File: src/rtl/store_sub_word_unit.sv
// store_sub_word_unit: performs sw/sh/sb to a word-wide memory.
// Word stores write directly. Halfword and byte stores do a read-modify-write
// of the aligned word. Misaligned or illegal sizes return done with misaligned set.
module store_sub_word_unit #(
  parameter int unsigned READ_WAIT = 1
) (
  input  logic        Clk,
  input  logic        Reset,
  input  logic        start,
  input  logic [1:0]  size,
  input  logic [31:0] addr,
  input  logic [31:0] wdata,
  input  logic [31:0] mem_rdata,
  output logic [31:0] mem_addr,
  output logic        mem_wr,
  output logic [31:0] mem_wdata,
  output logic        busy,
  output logic        done,
  output logic        misaligned
);

  localparam int unsigned CNT_W = (READ_WAIT > 1) ? $clog2(READ_WAIT) : 1;
  localparam logic [CNT_W-1:0] WAIT_LAST = CNT_W'(READ_WAIT - 1);

  localparam logic [1:0] SZ_WORD = 2'b00;
  localparam logic [1:0] SZ_HALF = 2'b01;
  localparam logic [1:0] SZ_BYTE = 2'b10;

  typedef enum logic [2:0] {
    IDLE  = 3'd0,
    RD    = 3'd1,
    CAP   = 3'd2,
    WR    = 3'd3,
    DONE  = 3'd4,
    FAULT = 3'd5
  } state_t;

  state_t           state;
  logic [1:0]       addrQ;     // byte offset within the word selects the lane
  logic [1:0]       sizeQ;
  logic [15:0]      wdataQ;    // only the low halfword is ever merged
  logic [CNT_W-1:0] waitCnt;
  logic [31:0]      mergedWord;

  // Replace the addressed byte/halfword lane of the read word, little-endian order
  always_comb begin
    mergedWord = mem_rdata;
    if (sizeQ == SZ_BYTE) begin
      case (addrQ)
        2'd0:    mergedWord[7:0]   = wdataQ[7:0];
        2'd1:    mergedWord[15:8]  = wdataQ[7:0];
        2'd2:    mergedWord[23:16] = wdataQ[7:0];
        default: mergedWord[31:24] = wdataQ[7:0];
      endcase
    end else if (addrQ[1]) begin
      mergedWord[31:16] = wdataQ;
    end else begin
      mergedWord[15:0] = wdataQ;
    end
  end

  // Control FSM; outputs are registered from the state being entered.
  // mem_wdata is loaded with the final (merged) word on entry to WR.
  always_ff @(posedge Clk) begin
    if (Reset) begin
      state      <= IDLE;
      addrQ      <= 2'b00;
      sizeQ      <= 2'b00;
      wdataQ     <= 16'h0000;
      waitCnt    <= '0;
      mem_addr   <= 32'h0000_0000;
      mem_wr     <= 1'b0;
      mem_wdata  <= 32'h0000_0000;
      busy       <= 1'b0;
      done       <= 1'b0;
      misaligned <= 1'b0;
    end else begin
      mem_wr     <= 1'b0;
      mem_wdata  <= 32'h0000_0000;
      done       <= 1'b0;
      misaligned <= 1'b0;
      case (state)
        IDLE: begin
          if (start) begin
            addrQ    <= addr[1:0];
            sizeQ    <= size;
            wdataQ   <= wdata[15:0];
            waitCnt  <= '0;
            busy     <= 1'b1;
            mem_addr <= {addr[31:2], 2'b00};
            if (size == SZ_WORD) begin
              state     <= WR;
              mem_wr    <= 1'b1;
              mem_wdata <= wdata;
            end else if ((size == SZ_HALF && !addr[0]) || size == SZ_BYTE) begin
              state <= RD;
            end else begin
              state      <= FAULT;
              done       <= 1'b1;
              misaligned <= 1'b1;
            end
          end
        end
        RD: begin
          if (waitCnt == WAIT_LAST) begin
            state <= CAP;
          end else begin
            waitCnt <= waitCnt + CNT_W'(1);
          end
        end
        CAP: begin
          state     <= WR;
          mem_wr    <= 1'b1;
          mem_wdata <= mergedWord;
        end
        WR: begin
          state <= DONE;
          done  <= 1'b1;
        end
        DONE, FAULT: begin
          state    <= IDLE;
          busy     <= 1'b0;
          mem_addr <= 32'h0000_0000;
        end
        default: begin
          state    <= IDLE;
          busy     <= 1'b0;
          mem_addr <= 32'h0000_0000;
        end
      endcase
    end
  end

endmodule

File: config.mk
export PLATFORM = sky130hd
export DESIGN_NAME = store_sub_word_unit
export DESIGN_NICKNAME = d
export VERILOG_FILES = /design/src/rtl/store_sub_word_unit.sv
export SDC_FILE = /design/constraint.sdc
export NUM_CORES = 1
export LEC_CHECK = 0
export CORE_MARGIN = 4
export CORE_UTILIZATION = 44
export DETAILED_ROUTE_END_ITERATION = 6
export GPL_TIMING_DRIVEN = 1
export PLACE_DENSITY = 0.88
export SETUP_SLACK_MARGIN = 0.02
export SYNTH_ARGS = -nofsm -noshare
export SYNTH_HDL_FRONTEND = slang
export SYNTH_SLANG_ARGS = --single-unit
File: constraint.sdc
create_clock -name Clk -period 4.2 [get_ports Clk]
set_input_delay 0.42 -clock Clk [delete_from_list [all_inputs] [get_ports Clk]]
set_output_delay 0.42 -clock Clk [all_outputs]
set_load 0.01 [all_outputs]
==> impl_metrics.xml <==
<?xml version="1.0" encoding="UTF-8"?>
<metrics>
  <group name="outcome">
    <metric name="outcome" unit="">finished, final reports clean</metric>
  </group>
  <group name="power">
    <metric name="pwr-share-comb" unit="">0.210</metric>
    <metric name="cellInternalPower" unit="mW">1.36</metric>
    <metric name="power.switching" unit="mW">0.504</metric>
    <metric name="power_switching_share" unit="">0.270</metric>
    <metric name="peakVddDrop" unit="uV">246</metric>
    <metric name="power_leakage" unit="nW">2.09</metric>
    <metric name="p_total" unit="mW">1.87</metric>
    <metric name="power-per-cell-area" unit="nW/um2">348</metric>
    <metric name="power_frac_clock" unit="">0.284</metric>
    <metric name="seq_power_share" unit="">0.506</metric>
  </group>
  <group name="timing">
    <metric name="final-hold-violation-count" unit="">0</metric>
    <metric name="totalNegativeSetupSlack" unit="ps">0</metric>
    <metric name="relSlewSlack" unit="">0.256</metric>
    <metric name="final_max_slew_viol_count" unit="">0</metric>
    <metric name="timing.final.setup_violations" unit="">0</metric>
    <metric name="min_period_over_period" unit="">0.559</metric>
    <metric name="worst_slew_pin_slew" unit="ps">1120</metric>
    <metric name="fin_crit" unit="ps">2350</metric>
    <metric name="fmax" unit="MHz">426</metric>
    <metric name="unrepaired_setup_endpoints_after_global_routing" unit="">false</metric>
    <metric name="layout_skew" unit="ps">10.4</metric>
  </group>
  <group name="critical_path">
    <metric name="worstPathMaxFanout" unit="">19</metric>
    <metric name="worst_setup_path_end_kind" unit="">flip-flop</metric>
    <metric name="cp-start-kind" unit="">flip-flop</metric>
    <metric name="cpLargestDelayFamily" unit="">compound AO/OA/AOI/OAI gates</metric>
    <metric name="worst-endpoint-required" unit="ps">4480</metric>
    <metric name="crit_path_max_incr_delay" unit="ps">760</metric>
    <metric name="path_cells" unit="">clkinv_1 -&gt; a21oi_1 -&gt; a221o_1</metric>
    <metric name="timing.critical_path.buf_inv" unit="">1</metric>
    <metric name="crit_slowest_cell" unit="">sky130_fd_sc_hd__dfxtp_1</metric>
    <metric name="setup.worst_path.class" unit="">reg2reg</metric>
    <metric name="critical_path_arrival" unit="ps">2630</metric>
  </group>
  <group name="clocking">
    <metric name="cts_tree" unit="">yes</metric>
    <metric name="clk_pin_slew_worst_paths" unit="ps">90</metric>
    <metric name="postCtsSetupBuffers" unit="">0</metric>
    <metric name="clock_sinks" unit="">89</metric>
    <metric name="clock-root-buffer" unit="">sky130_fd_sc_hd__clkbuf_8</metric>
    <metric name="h-tree-depth" unit="">3</metric>
    <metric name="insertion_delay" unit="ps">340</metric>
    <metric name="ctsResizeCount" unit="">0</metric>
    <metric name="clock_tree_buf_depth" unit="">2</metric>
    <metric name="postCtsHoldBufs" unit="">0</metric>
    <metric name="cts_buffers" unit="">9</metric>
  </group>
  <group name="synthesis">
    <metric name="flop_and_latch_count_out_of_synthesis" unit="">89</metric>
    <metric name="portion_of_the_post_synthesis_area_used_by_sequential_elements" unit="">0.496</metric>
    <metric name="synth_cells" unit="">391</metric>
    <metric name="synthesis.area" unit="um2">3590</metric>
    <metric name="syn_area_per_cell" unit="um2">9.18</metric>
    <metric name="ys.flop_type" unit="">sky130_fd_sc_hd__dfxtp_1</metric>
    <metric name="yosys.cell_types.count" unit="">33</metric>
    <metric name="synth_enable_flop_cells" unit="">0</metric>
    <metric name="yosys_warnings" unit="">0</metric>
    <metric name="synth_async_sr_flop_share" unit="">0</metric>
  </group>
  <group name="finish">
    <metric name="mostFrequentLayoutCells" unit="">165 x sky130_fd_sc_hd__clkdlybuf4s50_1, 89 x sky130_fd_sc_hd__dfxtp_1, 52 x sky130_fd_sc_hd__nand2_1, 45 x sky130_fd_sc_hd__nor2_1, 37 x sky130_fd_sc_hd__a21oi_1</metric>
    <metric name="layout_commonest_cell" unit="">sky130_fd_sc_hd__clkdlybuf4s50_1</metric>
    <metric name="num_antenna_cells" unit="">0</metric>
    <metric name="layout_fillers" unit="">659</metric>
    <metric name="synthesis_to_finish_area_growth" unit="%">49.7</metric>
    <metric name="design_area" unit="um2">5380</metric>
    <metric name="layout-drive-gt1-share" unit="">0.0502</metric>
    <metric name="fin_nets" unit="">634</metric>
  </group>
  <group name="grt">
    <metric name="globalRouteMet1Util" unit="">0.235</metric>
    <metric name="antenna_violations_before_repair" unit="">0</metric>
    <metric name="number_of_global_route_vias_before_repair" unit="">3345</metric>
    <metric name="grt_pass1_wl" unit="mm">16.3</metric>
    <metric name="grt_max_degree" unit="">57</metric>
    <metric name="grt_overflow" unit="">0</metric>
    <metric name="met2_usage" unit="">0.365</metric>
    <metric name="groute.layer.met3.usage" unit="">0.0629</metric>
    <metric name="overall_fraction_of_global_route_tracks_in_use" unit="">0.205</metric>
    <metric name="grt_busiest_layer" unit="">met2</metric>
  </group>
  <group name="floorplan">
    <metric name="floorplan.die.width" unit="um">98.3</metric>
    <metric name="die_height" unit="um">98.3</metric>
    <metric name="pin_count" unit="">169</metric>
    <metric name="num_rows" unit="">32</metric>
    <metric name="placeable_core_area" unit="um2">7850</metric>
    <metric name="initial_utilization" unit="">0.458</metric>
    <metric name="die-area" unit="um2">9670</metric>
  </group>
  <group name="drt">
    <metric name="iteration_0_drc_markers" unit="">192</metric>
    <metric name="drt_wl_cell" unit="um">16.0</metric>
    <metric name="drt-pass1-iter-count" unit="">5</metric>
    <metric name="drt_drc_violations_left" unit="">0</metric>
    <metric name="ant_nets" unit="">0</metric>
    <metric name="routed_wire_length" unit="mm">10.2</metric>
    <metric name="post_drt_via_cell_ratio" unit="">5.35</metric>
    <metric name="num_vias" unit="">3425</metric>
  </group>
  <group name="job">
    <metric name="maxCapViolations" unit="">0</metric>
  </group>
  <group name="place">
    <metric name="dpl-instance-area" unit="um2">5180</metric>
    <metric name="buffer_ports.inserted" unit="">166</metric>
    <metric name="hpwl" unit="mm">7.68</metric>
    <metric name="gpl.final_weighted_congestion" unit="">0.813</metric>
  </group>
  <group name="min_path">
    <metric name="hold_path.class" unit="">reg2reg</metric>
  </group>
</metrics>
-- worst paths after layout --
path	from	end	slack [ps]	cells past startpoint
hold / removal	wdataQ[12]$_SDFFE_PP0P_	wdataQ[12]$_SDFFE_PP0P_	450	2
hold reg to reg	wdataQ[12]$_SDFFE_PP0P_	wdataQ[12]$_SDFFE_PP0P_	450	2
setup reg to reg	addrQ[1]$_SDFFE_PP0P_	mem_wdata[23]$_SDFF_PP0_	1850	3
setup / recovery	addrQ[1]$_SDFFE_PP0P_	mem_wdata[23]$_SDFF_PP0_	1850	3
-- layout make-up --
cell class | count | area [um2] | share of cell area
Clock buffer | 12 | 155 | 0.0289
Clock inverter | 4 | 27.5 | 0.00512
Inverter | 2 | 7.51 | 0.00140
Multi-Input combinational cell | 263 | 1600 | 0.298
Sequential cell | 89 | 1780 | 0.331
Tap cell | 102 | 128 | 0.0237
Timing Repair Buffer | 168 | 1670 | 0.311
-- per-layer routing --
metal  routed length (um)  part of all wire
met5                    0                 0
met1                 4070              0.40
met2                 5140              0.50
met3                  867             0.085
met4                  164             0.016
-- worst min-delay path: cells and delay by family (launching register included) --
family / cells / cell delay, ps
DFF: 1 / 310
and+or+nand+nor: 1 / 50
AOI/OAI and AO/OA: 1 / 50
-- synth_stat cells, types with 2 or more instances --
| master | instances | area share |
|---|---|---|
| sky130_fd_sc_hd__dfxtp_1 | 89 | 0.50 |
| sky130_fd_sc_hd__and3_1 | 8 | 0.014 |
| sky130_fd_sc_hd__a21oi_1 | 38 | 0.053 |
| sky130_fd_sc_hd__clkbuf_1 | 10 | 0.010 |
| sky130_fd_sc_hd__o21ai_0 | 8 | 0.011 |
| sky130_fd_sc_hd__a211oi_1 | 16 | 0.033 |
| sky130_fd_sc_hd__o21ai_1 | 2 | 0.0028 |
| sky130_fd_sc_hd__a22oi_1 | 30 | 0.063 |
| sky130_fd_sc_hd__buf_4 | 3 | 0.0063 |
| sky130_fd_sc_hd__nor2_1 | 45 | 0.047 |
| sky130_fd_sc_hd__buf_6 | 6 | 0.019 |
| sky130_fd_sc_hd__a221o_1 | 16 | 0.045 |
| sky130_fd_sc_hd__and2_1 | 8 | 0.014 |
| sky130_fd_sc_hd__nor4b_2 | 2 | 0.0084 |
| sky130_fd_sc_hd__a21o_1 | 17 | 0.036 |
| sky130_fd_sc_hd__a31o_2 | 2 | 0.0049 |
| sky130_fd_sc_hd__nand4bb_1 | 6 | 0.019 |
| sky130_fd_sc_hd__buf_2 | 18 | 0.025 |
| sky130_fd_sc_hd__or4bb_1 | 2 | 0.0063 |
| sky130_fd_sc_hd__nand2_1 | 52 | 0.054 |
-- power groups by stage --
stage	Clock, mW	Combinational, mW	Sequential, mW
floorplan	0	0.187	0.961
global placement	0	0.382	0.961
detailed placement	0	0.393	0.963
CTS	0.546	0.394	0.945
global route	0.580	0.427	0.953
finish	0.531	0.393	0.945
-- logic make-up after synthesis --
kind of cell	after synthesis	share of synthesized area
AOI/OAI and AO/OA	132	0.255
and+or+nand+nor	129	0.184
DFF	89	0.496
buffers and inverters	40	0.0638
other	1	0.00104
-- stage by stage --
stage          worst slack, ps  cells  hold slack (ps)   util
4_1_cts                   1880    640              457  0.684
2_1_floorplan             2750    392              433      -
5_1_grt                   1700    640              479  0.685
3_5_place_dp              1570    624              446  0.661
3_3_place_gp              1710    624              440  0.661
6_report                  1850    640              454  0.685
-- state kept, by name, summed over array words and instances, names as in the netlist --
| name | cells |
|---|---|
| misaligned | 1 |
| mem_wdata | 32 |
| mem_addr | 30 |
| busy | 1 |
| done | 1 |
| state | 3 |
| addrQ | 2 |
| wdataQ | 16 |
| sizeQ | 2 |
| mem_wr | 1 |
Power figures use the tool's default switching activity.
